File: src/rtl/fp_mul_pkg.sv
// -----------------------------------------------------------------------------
// fp_mul_pkg
// Shared definitions for the single-precision multiplier back end:
// IEEE-754 field widths, Booth partial-product geometry, the reduce FSM
// state encoding, special-operand classes and the flag bit positions.
// -----------------------------------------------------------------------------
package fp_mul_pkg;

    localparam int EXP_BIAS = 127;
    localparam int EXP_W    = 8;
    localparam int FRAC_W   = 23;
    localparam int PP_COUNT = 13;
    localparam int PP_W     = 26;
    localparam int ACC_W    = 48;

    localparam logic [31:0] QNAN = 32'h7FC0_0000;

    // Bit positions inside flags = {invalid, overflow, underflow, inexact}
    localparam int FLAG_INVALID   = 3;
    localparam int FLAG_OVERFLOW  = 2;
    localparam int FLAG_UNDERFLOW = 1;
    localparam int FLAG_INEXACT   = 0;

    typedef enum logic [2:0] {
        IDLE,
        ACCUM,
        NORM,
        ROUND,
        DONE
    } state_t;

    typedef enum logic [1:0] {
        SPC_NONE,
        SPC_NAN,
        SPC_INF,
        SPC_ZERO
    } spc_t;

    // Operand classification (sign bits excluded). Exponent 0 is treated as
    // zero, so subnormal inputs are flushed.
    function automatic spc_t classify(input logic [30:0] a, input logic [30:0] b);
        logic a_zero, b_zero, a_inf, b_inf, a_nan, b_nan;
        a_zero = (a[30:23] == 8'd0);
        b_zero = (b[30:23] == 8'd0);
        a_inf  = (a[30:23] == 8'hFF) && (a[22:0] == 23'd0);
        b_inf  = (b[30:23] == 8'hFF) && (b[22:0] == 23'd0);
        a_nan  = (a[30:23] == 8'hFF) && (a[22:0] != 23'd0);
        b_nan  = (b[30:23] == 8'hFF) && (b[22:0] != 23'd0);
        if (a_nan || b_nan || (a_inf && b_zero) || (b_inf && a_zero)) return SPC_NAN;
        if (a_inf || b_inf)                                       return SPC_INF;
        if (a_zero || b_zero)                                     return SPC_ZERO;
        return SPC_NONE;
    endfunction

endpackage

File: src/rtl/fp_mul_pp_reduce_if.sv
// -----------------------------------------------------------------------------
// fp_mul_pp_reduce_if
// Handshake bundle between the Booth partial-product stage, the reduce block
// and the result consumer.
//   in_valid/in_ready   : input transfer handshake
//   pp_bus              : PP_COUNT x PP_W two's-complement partial products
//   in_a/in_b           : original IEEE single operands
//   result/flags        : packed product and {invalid, overflow, underflow, inexact}
//   out_valid/out_ready : output transfer handshake
// master = producer/consumer side, slave = reduce block.
// -----------------------------------------------------------------------------
interface fp_mul_pp_reduce_if;
    import fp_mul_pkg::*;

    logic                         in_valid;
    logic                         in_ready;
    logic [PP_COUNT*PP_W-1:0]     pp_bus;
    logic [31:0]                  in_a;
    logic [31:0]                  in_b;
    logic [31:0]                  result;
    logic [3:0]                   flags;
    logic                         out_valid;
    logic                         out_ready;

    modport master (
        output in_valid, pp_bus, in_a, in_b, out_ready,
        input  in_ready, result, flags, out_valid
    );

    modport slave (
        input  in_valid, pp_bus, in_a, in_b, out_ready,
        output in_ready, result, flags, out_valid
    );

endinterface

File: src/rtl/fp_round_pack.sv
// -----------------------------------------------------------------------------
// fp_round_pack
// Combinational round-to-nearest-even and IEEE single packing.
//   i_sign   : result sign
//   i_exp    : signed biased exponent before rounding
//   i_frac   : 23 fraction bits kept after normalisation
//   i_g/i_s  : guard bit and sticky OR of everything below it
//   i_spc    : special-operand class (overrides the numeric path)
//   o_result : packed IEEE single
//   o_flags  : {invalid, overflow, underflow, inexact}
// Shared with the adder path, so it knows nothing about partial products.
// -----------------------------------------------------------------------------
module fp_round_pack
    import fp_mul_pkg::*;
(
    input  logic                    i_sign,
    input  logic signed [9:0]       i_exp,
    input  logic [FRAC_W-1:0]       i_frac,
    input  logic                    i_g,
    input  logic                    i_s,
    input  spc_t                    i_spc,
    output logic [31:0]             o_result,
    output logic [3:0]              o_flags
);

    function automatic logic round_up(input logic lsb, input logic g, input logic s);
        return g & (s | lsb);
    endfunction

    logic [FRAC_W:0]   w_mant;
    logic signed [9:0] w_exp;

    // A carry out of the fraction means 1.111..1 rounded to 10.000..0; the low
    // bits of w_mant are then already zero, only the exponent moves.
    assign w_mant = {1'b0, i_frac} + (FRAC_W+1)'(round_up(i_frac[0], i_g, i_s));
    assign w_exp  = i_exp + $signed({9'd0, w_mant[FRAC_W]});

    always_comb begin
        o_result = '0;
        o_flags  = '0;
        case (i_spc)
            SPC_NAN: begin
                o_result               = QNAN;
                o_flags[FLAG_INVALID]  = 1'b1;
            end
            SPC_INF: begin
                o_result = {i_sign, {EXP_W{1'b1}}, {FRAC_W{1'b0}}};
            end
            SPC_ZERO: begin
                o_result = {i_sign, {(EXP_W+FRAC_W){1'b0}}};
            end
            default: begin
                if (w_exp >= 10'sd255) begin
                    o_result                 = {i_sign, {EXP_W{1'b1}}, {FRAC_W{1'b0}}};
                    o_flags[FLAG_OVERFLOW]   = 1'b1;
                    o_flags[FLAG_INEXACT]    = 1'b1;
                end else if (w_exp <= 10'sd0) begin
                    o_result                 = {i_sign, {(EXP_W+FRAC_W){1'b0}}};
                    o_flags[FLAG_UNDERFLOW]  = 1'b1;
                    o_flags[FLAG_INEXACT]    = 1'b1;
                end else begin
                    o_result                 = {i_sign, w_exp[EXP_W-1:0], w_mant[FRAC_W-1:0]};
                    o_flags[FLAG_INEXACT]    = i_g | i_s;
                end
            end
        endcase
    end

endmodule

File: src/rtl/fp_mul_pp_reduce.sv
// -----------------------------------------------------------------------------
// fp_mul_pp_reduce
// Sums the 13 registered radix-4 Booth partial products one per cycle into a
// 48-bit mantissa product, normalises, rounds (RNE) and emits the IEEE single
// product with flags. Fixed latency: accept at edge N, out_valid from N+15.
//   clk  : rising-edge clock
//   rst  : synchronous active-high reset, aborts any operation in flight
//   bus  : fp_mul_pp_reduce_if.slave (input/output handshakes, data)
// -----------------------------------------------------------------------------
module fp_mul_pp_reduce #(
    parameter int PP_COUNT = 13,
    parameter int PP_W     = 26,
    parameter int ACC_W    = 48
) (
    input  logic                  clk,
    input  logic                  rst,
    fp_mul_pp_reduce_if.slave     bus
);
    import fp_mul_pkg::*;

    state_t                      r_state;
    state_t                      w_state_nxt;

    logic [PP_COUNT*PP_W-1:0]    r_pp;
    logic [31:0]                 r_a;
    logic [31:0]                 r_b;
    logic [ACC_W-1:0]            r_acc;
    logic [3:0]                  r_idx;

    logic                        r_sign;
    logic signed [9:0]           r_exp;
    logic [FRAC_W-1:0]           r_frac;
    logic                        r_g;
    logic                        r_s;
    spc_t                        r_spc;

    logic [31:0]                 r_result;
    logic [3:0]                  r_flags;

    logic signed [PP_W-1:0]      w_pp;
    logic [ACC_W-1:0]            w_term;
    logic signed [9:0]           w_exp_norm;
    logic [31:0]                 w_result;
    logic [3:0]                  w_flags;

    // Partial product idx carries weight 4^idx: sign-extend, then shift by 2*idx.
    assign w_pp   = r_pp[r_idx*PP_W +: PP_W];
    assign w_term = {{(ACC_W-PP_W){w_pp[PP_W-1]}}, w_pp} << {r_idx, 1'b0};

    // Product of two [1,2) mantissas lies in [1,4); the top bit says which.
    assign w_exp_norm = $signed({2'b00, r_a[30:23]}) + $signed({2'b00, r_b[30:23]})
                      - $signed(10'(EXP_BIAS)) + $signed({9'd0, r_acc[ACC_W-1]});

    always_ff @(posedge clk) begin
        if (rst) r_state <= IDLE;
        else     r_state <= w_state_nxt;
    end

    always_comb begin
        w_state_nxt = r_state;
        case (r_state)
            IDLE:    if (bus.in_valid)                   w_state_nxt = ACCUM;
            ACCUM:   if (r_idx == 4'(PP_COUNT-1))        w_state_nxt = NORM;
            NORM:                                        w_state_nxt = ROUND;
            ROUND:                                       w_state_nxt = DONE;
            DONE:    if (bus.out_ready)                  w_state_nxt = IDLE;
            default:                                     w_state_nxt = IDLE;
        endcase
    end

    always_ff @(posedge clk) begin
        if (rst) begin
            r_acc    <= '0;
            r_idx    <= '0;
            r_result <= '0;
            r_flags  <= '0;
        end else begin
            case (r_state)
                // capture: latch products and operands, restart the sum
                IDLE: begin
                    if (bus.in_valid) begin
                        r_pp  <= bus.pp_bus;
                        r_a   <= bus.in_a;
                        r_b   <= bus.in_b;
                        r_acc <= '0;
                        r_idx <= '0;
                    end
                end
                // accumulate: one partial product per cycle, mod 2^ACC_W
                ACCUM: begin
                    r_acc <= r_acc + w_term;
                    r_idx <= r_idx + 4'd1;
                end
                // normalise: pick the 23 fraction bits below the leading one
                NORM: begin
                    r_sign <= r_a[31] ^ r_b[31];
                    r_exp  <= w_exp_norm;
                    r_spc  <= classify(r_a[30:0], r_b[30:0]);
                    if (r_acc[ACC_W-1]) begin
                        r_frac <= r_acc[ACC_W-2 -: FRAC_W];
                        r_g    <= r_acc[ACC_W-2-FRAC_W];
                        r_s    <= |r_acc[ACC_W-3-FRAC_W:0];
                    end else begin
                        r_frac <= r_acc[ACC_W-3 -: FRAC_W];
                        r_g    <= r_acc[ACC_W-3-FRAC_W];
                        r_s    <= |r_acc[ACC_W-4-FRAC_W:0];
                    end
                end
                // round/pack: register the final word, held through DONE
                ROUND: begin
                    r_result <= w_result;
                    r_flags  <= w_flags;
                end
                default: ;
            endcase
        end
    end

    fp_round_pack u_round_pack (
        .i_sign   (r_sign),
        .i_exp    (r_exp),
        .i_frac   (r_frac),
        .i_g      (r_g),
        .i_s      (r_s),
        .i_spc    (r_spc),
        .o_result (w_result),
        .o_flags  (w_flags)
    );

    assign bus.in_ready  = (r_state == IDLE);
    assign bus.out_valid = (r_state == DONE);
    assign bus.result    = r_result;
    assign bus.flags     = r_flags;

endmodule

File: src/flat_wrapper.sv
// flat-port wrapper written by rule: the top's interface ports become plain ports
module fp_mul_pp_reduce_flat import fp_mul_pkg::*;
#(
    parameter int PP_COUNT = 13,
    parameter int PP_W     = 26,
    parameter int ACC_W    = 48
)
  (clk, rst, bus_in_valid, bus_pp_bus, bus_in_a, bus_in_b, bus_out_ready, bus_in_ready, bus_result, bus_flags, bus_out_valid);
  fp_mul_pp_reduce_if bus_i ();
  input  logic clk;
  input  logic rst;
  input wire logic [$bits(bus_i.in_valid)-1:0] bus_in_valid;
  input wire logic [$bits(bus_i.pp_bus)-1:0] bus_pp_bus;
  input wire logic [$bits(bus_i.in_a)-1:0] bus_in_a;
  input wire logic [$bits(bus_i.in_b)-1:0] bus_in_b;
  input wire logic [$bits(bus_i.out_ready)-1:0] bus_out_ready;
  output wire logic [$bits(bus_i.in_ready)-1:0] bus_in_ready;
  output wire logic [$bits(bus_i.result)-1:0] bus_result;
  output wire logic [$bits(bus_i.flags)-1:0] bus_flags;
  output wire logic [$bits(bus_i.out_valid)-1:0] bus_out_valid;
  assign bus_i.in_valid = bus_in_valid;
  assign bus_i.pp_bus = bus_pp_bus;
  assign bus_i.in_a = bus_in_a;
  assign bus_i.in_b = bus_in_b;
  assign bus_i.out_ready = bus_out_ready;
  assign bus_in_ready = bus_i.in_ready;
  assign bus_result = bus_i.result;
  assign bus_flags = bus_i.flags;
  assign bus_out_valid = bus_i.out_valid;
  fp_mul_pp_reduce #(.PP_COUNT(PP_COUNT), .PP_W(PP_W), .ACC_W(ACC_W)) u_core (.clk(clk), .rst(rst), .bus(bus_i));
endmodule
File: config.mk
export PLATFORM = sky130hd
export DESIGN_NAME = fp_mul_pp_reduce_flat
export DESIGN_NICKNAME = d
export VERILOG_FILES = /design/src/rtl/fp_mul_pkg.sv /design/src/rtl/fp_mul_pp_reduce_if.sv /design/src/rtl/fp_round_pack.sv /design/src/rtl/fp_mul_pp_reduce.sv /design/src/flat_wrapper.sv
export SDC_FILE = /design/constraint.sdc
export NUM_CORES = 1
export LEC_CHECK = 0
export CAP_MARGIN = 20
export CORE_MARGIN = 5
export CORE_UTILIZATION = 55
export CTS_BUF_LIST = sky130_fd_sc_hd__clkbuf_8
export DETAILED_ROUTE_END_ITERATION = 10
export GPL_TIMING_DRIVEN = 0
export PLACE_DENSITY_LB_ADDON = 0.08
export SLEW_MARGIN = 5
export SYNTH_ARGS = -nofsm -noshare
export SYNTH_HDL_FRONTEND = slang
export SYNTH_HIERARCHICAL = 1
export SYNTH_SLANG_ARGS = --single-unit
File: constraint.sdc
create_clock -name clk -period 28.6 [get_ports clk]
set_input_delay 5.72 -clock clk [delete_from_list [all_inputs] [get_ports clk]]
set_output_delay 5.72 -clock clk [all_outputs]
set_load 0.03 [all_outputs]
==> impl_metrics.prom, run 1 <==
# TYPE chip_impl_metric gauge
chip_impl_metric{name="finalClockSkew",unit="ns"} 0.0457
chip_impl_metric{name="drtPass1Iterations",unit=""} 6
chip_impl_metric{name="antenna_violating_nets_post_route",unit=""} 0
chip_impl_info{name="crit_path_cell_trace",value="clkdlybuf4s50_1, clkbuf_1, buf_1, nor2_4, buf_16, buf_12, buf_16, buf_16, buf_12, buf_12"} 1
chip_impl_metric{name="cellLeakagePower",unit="uW"} 0.0114
chip_impl_metric{name="synthesized_net_count",unit=""} 2398
chip_impl_metric{name="cts_made_buffers",unit=""} 86
chip_impl_metric{name="mappedNetlistArea",unit="um^2"} 25200
chip_impl_info{name="mostFrequentLayoutCell",value="clkdlybuf4s50_1"} 1
chip_impl_metric{name="vias",unit=""} 18700
chip_impl_info{name="worstSetupEndpointType",value="flip-flop"} 1
chip_impl_info{name="hold_path_startpoint",value="u_core/bus.result[18]"} 1
chip_impl_metric{name="p_switching",unit="uW"} 476
chip_impl_metric{name="num_io_pins",unit=""} 444
chip_impl_metric{name="flow.area_growth_from_synthesis",unit="%"} 28.5
chip_impl_metric{name="maximum_number_of_pins_on_one_net_before_global_route_repair",unit=""} 37
chip_impl_metric{name="dieHeight",unit="um"} 224
chip_impl_info{name="cp_slowest_cell",value="nor2_4"} 1
chip_impl_metric{name="p_int",unit="uW"} 1340
chip_impl_metric{name="finalNetCount",unit=""} 2945
chip_impl_metric{name="yosysUniqueCellTypes",unit=""} 90
chip_impl_info{name="clock-root-buffer",value="clkbuf_8"} 1
chip_impl_metric{name="clock_tree.buffer_depth",unit=""} 3
chip_impl_info{name="synthFlopType",value="edfxtp_1"} 1
chip_impl_info{name="holdPathEnd",value="u_core/bus.result[18]"} 1
chip_impl_info{name="status",value="completed"} 1
chip_impl_metric{name="finalSetupViolations",unit=""} 0
chip_impl_metric{name="power_per_cell_area",unit="nW/um^2"} 56.1
chip_impl_metric{name="timing.reg2reg.setup_slack",unit="ns"} 21.68
chip_impl_metric{name="sequentialPowerShare",unit="%"} 49.1
chip_impl_metric{name="io_buffers",unit=""} 443
chip_impl_metric{name="global_route.overflow_total",unit=""} 0
chip_impl_metric{name="synth-edff-count",unit=""} 440
chip_impl_metric{name="worst_skew_pair.late_latency",unit="ns"} 0.68
chip_impl_metric{name="grt_pass1_vias",unit=""} 19000
chip_impl_metric{name="hold_viol_final",unit=""} 0
chip_impl_metric{name="synth_sequential_area_ratio",unit="%"} 59.7
chip_impl_metric{name="place_worst_setup_slack",unit="ns"} 19.04
chip_impl_metric{name="final_layout_size_suffix_gt1_share",unit="%"} 11.9
chip_impl_metric{name="clk_pin_slew_worst_paths",unit="ns"} 0.06
chip_impl_metric{name="tns",unit="ns"} 0
chip_impl_metric{name="global_route.usage.total",unit="%"} 30.5
chip_impl_info{name="critical_path_launch_point_type",value="primary input"} 1
chip_impl_metric{name="final_max_slew_viols",unit=""} 0
chip_impl_info{name="reg2reg_from",value="u_core/r_idx[1]"} 1
chip_impl_metric{name="cts_repair_resize_count",unit=""} 0
chip_impl_metric{name="drv_cap",unit=""} 0
chip_impl_metric{name="clk_sinks",unit=""} 531
chip_impl_metric{name="cp_data_required_time",unit="ns"} 28.94
chip_impl_metric{name="post_drt_via_cell_ratio",unit=""} 5.93
chip_impl_metric{name="post_cts.repair.setup_buffers",unit=""} 0
chip_impl_metric{name="wire_length_of_the_first_global_routing_pass",unit="um"} 116000
chip_impl_metric{name="combPwrFrac",unit="%"} 17.0
chip_impl_metric{name="antenna_found_initial",unit=""} 33
chip_impl_info{name="rr_endpoint",value="u_core/r_acc[47]"} 1
chip_impl_info{name="grt_setup_unrepaired",value="no"} 1
chip_impl_metric{name="timing.critical_path.slowest_cell_delay",unit="ns"} 0.69
chip_impl_metric{name="total_power",unit="uW"} 1810
chip_impl_metric{name="synth_seq_cells",unit=""} 531
chip_impl_metric{name="min_path_cells",unit=""} 2
chip_impl_info{name="most-common-layout-cells",value="clkdlybuf4s50_1 (443), edfxtp_1 (440), nand2_1 (198), a21oi_1 (136), nor2_1 (114)"} 1
chip_impl_info{name="worst_min_delay_path_class",value="flip-flop to flip-flop"} 1
chip_impl_metric{name="slew_headroom",unit="%"} 32.3
chip_impl_metric{name="post_synth.cell_area_avg",unit="um^2"} 13.1
chip_impl_metric{name="crit_path_max_fanout",unit=""} 36
chip_impl_metric{name="initial_utilization",unit="%"} 55.5
chip_impl_metric{name="asyncSetResetFlopFracSynth",unit="%"} 0
chip_impl_metric{name="fillers",unit=""} 3125
chip_impl_metric{name="totalWireLength",unit="um"} 78100
chip_impl_metric{name="final_util",unit="%"} 71.3
chip_impl_metric{name="fin_ws",unit="ns"} 19.72
chip_impl_metric{name="tightest_slew",unit="ns"} 1.01
chip_impl_metric{name="dieWidth",unit="um"} 224
chip_impl_metric{name="power_frac_clock",unit="%"} 33.9
chip_impl_metric{name="gp_congestion",unit=""} 0.919
chip_impl_metric{name="design.die.area",unit="um^2"} 50200
chip_impl_metric{name="cts-htree-levels",unit=""} 3
chip_impl_metric{name="synth-warning-count",unit=""} 6
chip_impl_metric{name="worst_ir_drop_vdd",unit="mV"} 0.0421
chip_impl_metric{name="worst-endpoint-arrival",unit="ns"} 9.22
chip_impl_metric{name="remaining_drc_errors",unit=""} 0
chip_impl_info{name="critical_path.top_delay_family",value="buffers and inverters"} 1
chip_impl_metric{name="dr.first_iter.drc_count",unit=""} 1781
chip_impl_info{name="tritoncts",value="done"} 1
chip_impl_metric{name="finalCritPeriodShare",unit="%"} 31.0
chip_impl_metric{name="cts.hold.buffers_added",unit=""} 0
chip_impl_metric{name="post_detailed_placement_half_perimeter_wirelength",unit="um"} 61400
chip_impl_metric{name="wl_per_cell",unit="um"} 24.8
chip_impl_metric{name="max_clock_freq",unit="MHz"} 113
chip_impl_metric{name="switching_share",unit="%"} 26.3
chip_impl_info{name="critPathKind",value="primary input to flip-flop"} 1
chip_impl_metric{name="period_needed",unit="ns"} 8.88
chip_impl_metric{name="rows",unit=""} 78
chip_impl_metric{name="worstRegToRegCells",unit=""} 21
chip_impl_metric{name="syn-instance-count",unit=""} 1917
chip_impl_metric{name="floorplan.core_area",unit="um^2"} 45400
chip_impl_metric{name="critical_path.n_buffers_inverters",unit=""} 9
[cells in the mapped netlist, drive strengths merged (18+ instances only)]
cell type / count / area (um^2)
dfxtp: 91 / 1820
xor2: 35 / 307
o21a: 18 / 135
clkbuf: 68 / 267
o21ai: 43 / 215
nor4: 23 / 144
mux4: 76 / 1710
a31oi: 28 / 175
inv: 35 / 131
nand3: 43 / 220
a21oi: 136 / 681
mux2: 31 / 349
nor3: 39 / 319
a221oi: 24 / 210
a22o: 19 / 166
nand2: 198 / 743
nor2: 115 / 432
mux2i: 48 / 480
edfxtp: 440 / 13200
ha: 73 / 913
nand4: 30 / 203
buf: 41 / 230
a21o: 30 / 225
xnor2: 39 / 342
[worst min-delay path: cells and delay by family (launching register included)]
family           cells  cell delay (ns)
AND/OR/NAND/NOR      1             0.05
AO/OA/AOI/OAI        1             0.05
flip-flops           1             0.31
[power groups by stage]
stage | Clock, uW | Sequential (uW) | Combinational (uW)
after floorplan | 0 | 915 | 181
after global placement | 0 | 925 | 294
after detailed placement | 0 | 906 | 303
after CTS | 630 | 890 | 305
after global routing | 669 | 892 | 334
final | 616 | 890 | 308
[through the flow]
step                      instances  instance area (um^2)  hold slack (ns)
after floorplan                1917                 25200            0.449
after global placement         2960                 30400            0.445
after detailed placement       2976                 30700            0.447
after CTS                      3129                 32300            0.455
after global routing           3148                 32400            0.470
final                          3149                 32400            0.453
[layer usage]
metal  global-route usage, %  routed length (um)  vias up
li1                        -                   -     8548
met1                    37.4               28800     9060
met2                    52.5               40200      891
met3                    7.67                6370      145
met4                    11.7                2480       26
met5                       0                 185        -
[area by class of cell]
class	instances	area (um^2)	area share (%)
multi-input combinational	1240	9540	29.5
clock buffer	92	1270	3.91
timing repair buffer	459	4770	14.7
clock inverter	61	322	0.994
sequential	531	15000	46.5
inverter	37	139	0.429
tap	600	751	2.32
antenna	20	50.0	0.155
buffer	109	497	1.53
[worst max-delay path by stage]
stage / startpoint / end / cells after the start
after floorplan: rst / u_core/r_a[0] / 3
after global placement: rst / u_core/r_b[12] / 4
after detailed placement: rst / u_core/r_b[22] / 10
after CTS: rst / u_core/r_b[22] / 10
after global routing: rst / u_core/r_pp[297] / 10
final: rst / u_core/r_pp[290] / 10
[sequential cells by signal, summed over array words and instances, names as in the netlist]
name and flops:
u_core/bus.flags 4, u_core/bus.result 32, u_core/r_a 32, u_core/r_acc 48, u_core/r_b 32, u_core/r_exp 10, u_core/r_frac 23, u_core/r_g 1
u_core/r_idx 4, u_core/r_pp 338, u_core/r_s 1, u_core/r_sign 1, u_core/r_spc 2, u_core/r_state 3
[kinds of logic after synthesis]
family | Yosys count | share of synthesized area [%]
adders and majority gates | 75 | 3.79
buffers and inverters | 146 | 2.52
xor gates and xnor gates | 74 | 2.57
DFF | 531 | 59.7
AOI/OAI and AO/OA | 408 | 10.9
muxes | 155 | 10.1
and+or+nand+nor | 528 | 10.4
Power figures use the tool's default switching activity.
==> run 2, diff against run 1 <==
--- a/config.mk
+++ b/config.mk
@@ -7,7 +7,7 @@
 export LEC_CHECK = 0
 export CAP_MARGIN = 20
 export CORE_MARGIN = 5
-export CORE_UTILIZATION = 55
+export CORE_UTILIZATION = 50
 export CTS_BUF_LIST = sky130_fd_sc_hd__clkbuf_8
 export DETAILED_ROUTE_END_ITERATION = 10
 export GPL_TIMING_DRIVEN = 0
==> constraint.sdc (replaced) <==
create_clock -name clk -period 7.6 [get_ports clk]
set_input_delay 1.52 -clock clk [delete_from_list [all_inputs] [get_ports clk]]
set_output_delay 1.52 -clock clk [all_outputs]
set_load 0.03 [all_outputs]
==> impl_metrics.prom, run 2 (synthesis gave the netlist of run 1 again) <==
# TYPE chip_impl_metric gauge
chip_impl_metric{name="cts.hold.buffers_added",unit=""} 0
chip_impl_metric{name="flow.area_growth_from_synthesis",unit="%"} 29.7
chip_impl_metric{name="final_max_slew_viols",unit=""} 0
chip_impl_metric{name="largest_register_ff_count",unit=""} 338
chip_impl_metric{name="post_detailed_placement_half_perimeter_wirelength",unit="um"} 62800
chip_impl_metric{name="num_io_pins",unit=""} 444
chip_impl_metric{name="wl_per_cell",unit="um"} 24.4
chip_impl_metric{name="finalNetCount",unit=""} 2949
chip_impl_metric{name="antenna_violating_nets_post_route",unit=""} 0
chip_impl_metric{name="worst_ir_drop_vdd",unit="mV"} 0.190
chip_impl_metric{name="crit_path_max_fanout",unit=""} 10
chip_impl_info{name="critPathKind",value="flip-flop to flip-flop"} 1
chip_impl_info{name="holdPathEnd",value="u_core/bus.result[6]"} 1
chip_impl_metric{name="clock_tree.buffer_depth",unit=""} 3
chip_impl_metric{name="antenna_found_initial",unit=""} 35
chip_impl_metric{name="power_per_cell_area",unit="nW/um^2"} 215
chip_impl_metric{name="combPwrFrac",unit="%"} 16.6
chip_impl_info{name="tritoncts",value="done"} 1
chip_impl_metric{name="worstRegToRegCells",unit=""} 22
chip_impl_info{name="mostFrequentLayoutCell",value="clkdlybuf4s50_1"} 1
chip_impl_metric{name="total_power",unit="uW"} 7020
chip_impl_metric{name="slew_headroom",unit="%"} 26.8
chip_impl_metric{name="remaining_drc_errors",unit=""} 0
chip_impl_metric{name="worst-endpoint-arrival",unit="ns"} 7.81
chip_impl_metric{name="global_route.overflow_total",unit=""} 0
chip_impl_info{name="registers.top_by_ff_count",value="u_core/r_pp"} 1
chip_impl_metric{name="finalClockSkew",unit="ns"} 0.0417
chip_impl_metric{name="io_buffers",unit=""} 443
chip_impl_info{name="worstSetupEndpointType",value="flip-flop"} 1
chip_impl_metric{name="wire_length_of_the_first_global_routing_pass",unit="um"} 116000
chip_impl_metric{name="maximum_number_of_pins_on_one_net_before_global_route_repair",unit=""} 38
chip_impl_metric{name="final_layout_size_suffix_gt1_share",unit="%"} 12.3
chip_impl_metric{name="cellLeakagePower",unit="uW"} 0.0115
chip_impl_metric{name="hold_viol_final",unit=""} 0
chip_impl_metric{name="sequentialPowerShare",unit="%"} 47.7
chip_impl_info{name="hold_path_startpoint",value="u_core/bus.result[6]"} 1
chip_impl_metric{name="fin_ws",unit="ns"} 0.406
chip_impl_metric{name="detailed_place.area",unit="um^2"} 30900
chip_impl_metric{name="drtPass1Iterations",unit=""} 5
chip_impl_metric{name="worst_skew_pair.late_latency",unit="ns"} 0.70
chip_impl_metric{name="drv_cap",unit=""} 0
chip_impl_metric{name="p_int",unit="uW"} 5180
chip_impl_metric{name="cts_made_buffers",unit=""} 89
chip_impl_info{name="reg2reg_from",value="u_core/r_idx[1]"} 1
chip_impl_metric{name="finalCritPeriodShare",unit="%"} 94.7
chip_impl_metric{name="vias",unit=""} 18300
chip_impl_info{name="rr_endpoint",value="u_core/r_acc[47]"} 1
chip_impl_info{name="critical_path.startpoint",value="u_core/r_idx[1]"} 1
chip_impl_metric{name="cts_repair_resize_count",unit=""} 0
chip_impl_metric{name="place_worst_setup_slack",unit="ns"} 0.366
chip_impl_metric{name="post-place-cells",unit=""} 3049
chip_impl_info{name="worst_min_delay_path_class",value="flip-flop to flip-flop"} 1
chip_impl_info{name="status",value="completed"} 1
chip_impl_metric{name="post_cts.repair.setup_buffers",unit=""} 0
chip_impl_metric{name="max_clock_freq",unit="MHz"} 139
chip_impl_metric{name="initial_utilization",unit="%"} 50.4
chip_impl_info{name="reg.largest.list",value="u_core/r_pp (338), u_core/r_acc (48)"} 1
chip_impl_metric{name="cp_data_required_time",unit="ns"} 8.21
chip_impl_metric{name="cts-htree-levels",unit=""} 3
chip_impl_metric{name="finalSetupViolations",unit=""} 0
chip_impl_metric{name="switching_share",unit="%"} 26.3
chip_impl_metric{name="gp_congestion",unit=""} 0.932
chip_impl_metric{name="dieWidth",unit="um"} 234
chip_impl_metric{name="timing.reg2reg.setup_slack",unit="ns"} 0.41
chip_impl_metric{name="stdcell_count",unit=""} 3230
chip_impl_metric{name="global_route.usage.total",unit="%"} 28.4
chip_impl_metric{name="rows",unit=""} 82
chip_impl_metric{name="dr.first_iter.drc_count",unit=""} 1445
chip_impl_metric{name="clk_sinks",unit=""} 531
chip_impl_metric{name="min_path_cells",unit=""} 2
chip_impl_metric{name="clk_pin_slew_worst_paths",unit="ns"} 0.06
chip_impl_metric{name="p_switching",unit="uW"} 1850
chip_impl_metric{name="power_frac_clock",unit="%"} 35.7
chip_impl_metric{name="dieHeight",unit="um"} 234
chip_impl_metric{name="post_drt_via_cell_ratio",unit=""} 5.67
chip_impl_metric{name="floorplan.core_area",unit="um^2"} 50000
chip_impl_info{name="most-common-layout-cells",value="clkdlybuf4s50_1 (443), edfxtp_1 (440), nand2_1 (197), a21oi_1 (136), nor2_1 (114)"} 1
chip_impl_metric{name="fin_area",unit="um^2"} 32700
chip_impl_metric{name="tightest_slew",unit="ns"} 1.10
chip_impl_info{name="grt_setup_unrepaired",value="no"} 1
chip_impl_metric{name="period_needed",unit="ns"} 7.19
chip_impl_info{name="clock-root-buffer",value="clkbuf_8"} 1
chip_impl_metric{name="totalWireLength",unit="um"} 78900
chip_impl_info{name="critical_path_launch_point_type",value="flip-flop"} 1
chip_impl_metric{name="grt_pass1_vias",unit=""} 18800
chip_impl_metric{name="design.die.area",unit="um^2"} 55000
[run 2: power groups by stage]
stage	clock network [uW]	logic, uW	registers, uW
after floorplan	0	686	3400
after global placement	0	1120	3430
after detailed placement	0	1150	3410
after CTS	2570	1160	3350
after global routing	2700	1260	3360
final	2510	1170	3350
[run 2: final cells by class]
class | instances | area, um^2
fillers | 3811 | 17300
clock buffers | 90 | 1240
repair buffers | 460 | 4780
flip-flops and latches | 531 | 15000
clock inverters | 74 | 514
diodes | 17 | 42.5
well taps | 672 | 841
multi-input cells | 1240 | 9550
inverters | 37 | 139
plain buffers | 109 | 539
[run 2: metrics by stage]
step / setup TNS, ns / utilization [%] / hold slack, ns
floorplan: -212.88 / - / 0.449
global placement: -1269.17 / 61.1 / 0.441
detailed placement: 0 / 61.8 / 0.448
CTS: 0 / 65.3 / 0.457
global route: 0 / 65.4 / 0.472
finish: 0 / 65.4 / 0.452
[run 2: routing by layer]
| layer | GRT usage, % | routed length (um) | share of wire [%] | vias up |
|---|---|---|---|---|
| met3 | 8.79 | 6350 | 8.1 | 134 |
| li1 | - | - | - | 8575 |
| met5 | 0 | 193 | 0.24 | - |
| met4 | 7.66 | 1870 | 2.4 | 30 |
| met1 | 34.9 | 29900 | 38 | 8898 |
| met2 | 49.0 | 40500 | 51 | 692 |
[run 2: critical path, cell delays in order (launching register included)]
cell and delay (ns):
dfxtp_1 0.39, buf_2 0.30, buf_1 0.60, clkbuf_1 0.82, mux4_2 0.47, a221oi_1 0.52
a31oi_1 0.19, mux2i_1 0.27, mux2i_1 0.14, mux2i_1 0.38, o22ai_1 0.16, ha_1 0.30
buf_4 0.14, nand4_1 0.12, or2_1 0.30, or4_1 0.52, a21o_1 0.18, and3_4 0.22
o31ai_4 0.24, nand4_1 0.16, a31o_1 0.26, a2111o_1 0.36, nand3_1 0.09
[run 2: worst max path at each step]
stage | cells past startpoint | slack (ns) | end
4_1_cts | 22 | 0.36 | u_core/r_acc[47]
3_3_place_gp | 4 | -3.22 | u_core/r_a[31]
2_1_floorplan | 3 | -0.53 | u_core/r_a[0]
3_5_place_dp | 22 | 0.37 | u_core/r_acc[47]
6_report | 22 | 0.41 | u_core/r_acc[47]
5_1_grt | 22 | 0.09 | u_core/r_acc[47]
==> run 3, diff against run 2 <==
--- a/config.mk
+++ b/config.mk
@@ -6,14 +6,14 @@
 export NUM_CORES = 1
 export LEC_CHECK = 0
 export CAP_MARGIN = 20
+export CORE_ASPECT_RATIO = 1.5
 export CORE_MARGIN = 5
-export CORE_UTILIZATION = 50
+export CORE_UTILIZATION = 49
 export CTS_BUF_LIST = sky130_fd_sc_hd__clkbuf_8
 export DETAILED_ROUTE_END_ITERATION = 10
 export GPL_TIMING_DRIVEN = 0
-export PLACE_DENSITY_LB_ADDON = 0.08
+export PLACE_DENSITY = 0.75
 export SLEW_MARGIN = 5
 export SYNTH_ARGS = -nofsm -noshare
 export SYNTH_HDL_FRONTEND = slang
-export SYNTH_HIERARCHICAL = 1
 export SYNTH_SLANG_ARGS = --single-unit
==> impl_metrics.prom, run 3 <==
# TYPE chip_impl_metric gauge
chip_impl_info{name="most-common-layout-cells",value="clkdlybuf4s50_1 (443), edfxtp_1 (440), nand2_1 (159), nor2_1 (151), a21oi_1 (108)"} 1
chip_impl_metric{name="cts_repair_resize_count",unit=""} 0
chip_impl_metric{name="finalNetCount",unit=""} 2882
chip_impl_metric{name="vias",unit=""} 17700
chip_impl_info{name="synthFlopType",value="edfxtp_1"} 1
chip_impl_metric{name="combPwrFrac",unit="%"} 20.4
chip_impl_metric{name="worst_skew_pair.late_latency",unit="ns"} 0.69
chip_impl_info{name="registers.top_by_ff_count",value="u_core.r_pp"} 1
chip_impl_metric{name="final_util",unit="%"} 63.6
chip_impl_metric{name="io_buffers",unit=""} 443
chip_impl_metric{name="finalSetupViolations",unit=""} 0
chip_impl_info{name="cp_slowest_cell",value="buf_1"} 1
chip_impl_metric{name="p_switching",unit="uW"} 2010
chip_impl_metric{name="post_synth.cell_area_avg",unit="um^2"} 13.3
chip_impl_metric{name="totalWireLength",unit="um"} 70800
chip_impl_metric{name="synth_seq_cells",unit=""} 531
chip_impl_metric{name="synth_sequential_area_ratio",unit="%"} 60.8
chip_impl_info{name="critPathKind",value="flip-flop to flip-flop"} 1
chip_impl_info{name="status",value="completed"} 1
chip_impl_metric{name="cp_data_required_time",unit="ns"} 8.17
chip_impl_metric{name="hold_viol_final",unit=""} 0
chip_impl_metric{name="finalCritPeriodShare",unit="%"} 79.2
chip_impl_metric{name="floorplan.core_area",unit="um^2"} 50300
chip_impl_metric{name="asyncSetResetFlopFracSynth",unit="%"} 0
chip_impl_info{name="crit_path_frequent_cell",value="mux2i_1"} 1
chip_impl_metric{name="design.die.area",unit="um^2"} 55200
chip_impl_metric{name="dieHeight",unit="um"} 285
chip_impl_metric{name="antenna_violating_nets_post_route",unit=""} 0
chip_impl_metric{name="dieWidth",unit="um"} 193
chip_impl_metric{name="flow.area_growth_from_synthesis",unit="%"} 29.3
chip_impl_info{name="critical_path_launch_point_type",value="flip-flop"} 1
chip_impl_metric{name="final_layout_size_suffix_gt1_share",unit="%"} 12.4
chip_impl_metric{name="period_needed",unit="ns"} 6.02
chip_impl_metric{name="maximum_number_of_pins_on_one_net_before_global_route_repair",unit=""} 39
chip_impl_metric{name="fin_ws",unit="ns"} 1.58
chip_impl_info{name="post-synth-top-count-cell",value="edfxtp_1"} 1
chip_impl_metric{name="synth_top_area_share",unit="%"} 53.4
chip_impl_metric{name="wire_length_of_the_first_global_routing_pass",unit="um"} 106000
chip_impl_metric{name="initial_utilization",unit="%"} 49.2
chip_impl_metric{name="finalClockSkew",unit="ns"} 0.0295
chip_impl_metric{name="power_frac_clock",unit="%"} 32.0
chip_impl_metric{name="tns",unit="ns"} 0
chip_impl_metric{name="largest_register_ff_count",unit=""} 338
chip_impl_metric{name="total_power",unit="uW"} 7230
chip_impl_metric{name="switching_share",unit="%"} 27.8
chip_impl_metric{name="synth-edff-count",unit=""} 440
chip_impl_info{name="grt_setup_unrepaired",value="no"} 1
chip_impl_metric{name="gp_congestion",unit=""} 0.933
chip_impl_metric{name="synth-warning-count",unit=""} 0
chip_impl_metric{name="wl_per_cell",unit="um"} 22.5
chip_impl_metric{name="antenna_found_initial",unit=""} 8
chip_impl_metric{name="timing.critical_path.slowest_cell_delay",unit="ns"} 0.59
chip_impl_info{name="worstSetupEndpointType",value="flip-flop"} 1
chip_impl_metric{name="power_per_cell_area",unit="nW/um^2"} 226
chip_impl_metric{name="yosysUniqueCellTypes",unit=""} 78
chip_impl_metric{name="synthesized_net_count",unit=""} 2339
chip_impl_metric{name="post_drt_via_cell_ratio",unit=""} 5.61
chip_impl_metric{name="global_route.overflow_total",unit=""} 0
chip_impl_metric{name="clk_pin_slew_worst_paths",unit="ns"} 0.06
chip_impl_info{name="leading_post_synthesis_cells_by_cell_area",value="edfxtp_1 (53%), dfxtp_1 (7.4%), mux4_2 (6.5%), ha_1 (3.4%), mux2i_1 (2.5%)"} 1
chip_impl_metric{name="syn-instance-count",unit=""} 1863
chip_impl_metric{name="sequentialPowerShare",unit="%"} 47.6
chip_impl_metric{name="p_int",unit="uW"} 5220
chip_impl_metric{name="worst_ir_drop_vdd",unit="mV"} 0.176
chip_impl_metric{name="worst-endpoint-arrival",unit="ns"} 6.59
chip_impl_metric{name="slew_headroom",unit="%"} 44.3
chip_impl_metric{name="final_max_slew_viols",unit=""} 0
chip_impl_metric{name="crit_path_max_fanout",unit=""} 10
chip_impl_metric{name="remaining_drc_errors",unit=""} 0
chip_impl_info{name="reg.largest.list",value="u_core.r_pp (338), u_core.r_acc (48)"} 1
chip_impl_info{name="netlist_top_cells_count",value="edfxtp_1 (440), nand2_1 (160), nor2_1 (152)"} 1
chip_impl_metric{name="rows",unit=""} 101
chip_impl_metric{name="max_clock_freq",unit="MHz"} 166
chip_impl_metric{name="grt_pass1_vias",unit=""} 18600
chip_impl_info{name="clock-root-buffer",value="clkbuf_8"} 1
chip_impl_metric{name="tightest_slew",unit="ns"} 0.832
chip_impl_metric{name="post_detailed_placement_half_perimeter_wirelength",unit="um"} 55200
chip_impl_info{name="synth_top_area_cell",value="edfxtp_1"} 1
chip_impl_metric{name="cts-htree-levels",unit=""} 3
chip_impl_info{name="mostFrequentLayoutCell",value="clkdlybuf4s50_1"} 1
chip_impl_metric{name="cts.hold.buffers_added",unit=""} 0
chip_impl_metric{name="cts_made_buffers",unit=""} 81
chip_impl_metric{name="mappedNetlistArea",unit="um^2"} 24700
chip_impl_metric{name="clk_sinks",unit=""} 531
chip_impl_metric{name="clock_tree.buffer_depth",unit=""} 3
chip_impl_info{name="crit_path_cell_trace",value="buf_2, buf_4, inv_1, buf_2, buf_1, a221oi_1, a31oi_1, mux2i_1, mux2i_1, nor2_1, o32ai_1, ha_1, and3_1, a221o_1, a21oi_1, o21ai_0, a22oi_1, nand3b_1, a211oi_2, a21oi_1, mux2i_1, nand2_1"} 1
chip_impl_metric{name="post_cts.repair.setup_buffers",unit=""} 0
chip_impl_metric{name="drv_cap",unit=""} 0
chip_impl_metric{name="dr.first_iter.drc_count",unit=""} 1278
chip_impl_metric{name="num_io_pins",unit=""} 444
chip_impl_info{name="tritoncts",value="done"} 1
chip_impl_metric{name="place_worst_setup_slack",unit="ns"} 1.66
chip_impl_metric{name="global_route.usage.total",unit="%"} 25.0
chip_impl_info{name="worst_min_delay_path_class",value="flip-flop to flip-flop"} 1
chip_impl_metric{name="drtPass1Iterations",unit=""} 5
chip_impl_metric{name="cellLeakagePower",unit="uW"} 0.0113
run 3: cell types whose count changed after synthesis, sizes merged, moves of 14 or more:
cell | previous run | this run
clkbuf | 68 | 50
nor2 | 115 | 152
nand2 | 198 | 160
a21oi | 136 | 114
mux2i | 48 | 62
o21ai | 43 | 62
a22oi | 11 | 41
nor3 | 39 | 17
a22o | 19 | 2
xnor2 | 39 | 54
run 3: worst paths after layout:
path / from / to / slack [ns] / cells past startpoint
max: u_core.r_idx[2] / u_core.r_acc[47] / 1.58 / 22
min: u_core.bus.flags[3] / u_core.bus.flags[3] / 0.45 / 2
max reg2reg: u_core.r_idx[2] / u_core.r_acc[47] / 1.58 / 22
min reg2reg: u_core.bus.flags[3] / u_core.bus.flags[3] / 0.45 / 2
run 3: cell type report:
cell class | instances | area, um^2
fillers | 3854 | 18300
flip-flops and latches | 531 | 15000
multi-input cells | 1195 | 9090
repair buffers | 460 | 4750
clock buffers | 84 | 1160
well taps | 669 | 837
plain buffers | 102 | 556
clock inverters | 63 | 415
inverters | 35 | 131
diodes | 8 | 20.0
run 3: per-stage QoR:
step	cells	hold WS [ns]	cell area, um^2
after floorplan	1863	0.450	24800
after global placement	2975	0.440	30100
after detailed placement	2992	0.446	30400
after CTS	3139	0.455	32000
after global routing	3147	0.479	32000
final	3147	0.455	32000
run 3: power by group through the flow:
stage	combinational, uW	clock [uW]	sequential [uW]
floorplan	927	0	3500
global placement	1410	0	3530
detailed placement	1460	0	3500
CTS	1470	2370	3440
global route	1600	2500	3450
finish	1470	2320	3440
run 3: worst max-delay path, delay by kind of cell, from the launching register on:
family	cells	cell delay, ns
compound gates	9	2.44
fa+ha+maj	1	0.37
buf+inv	5	1.37
simple gates	4	0.64
flops	1	0.31
mux	3	0.75
run 3: cells by family after synthesis:
group	Yosys count	share of synthesized area, %
AOI/OAI and AO/OA	390	10.7
xor gates and xnor gates	84	2.97
adders and majority gates	70	3.60
buffers and inverters	137	2.61
DFF	531	60.8
muxes	160	10.2
and+or+nand+nor	491	9.15
run 3: routing by layer:
metal	routed length, um	track usage (%)	up-vias
met5	0	0	-
met4	2280	9.92	0
met3	4270	4.64	123
met2	39500	48.1	709
met1	24700	26.7	8553
li1	-	-	8278
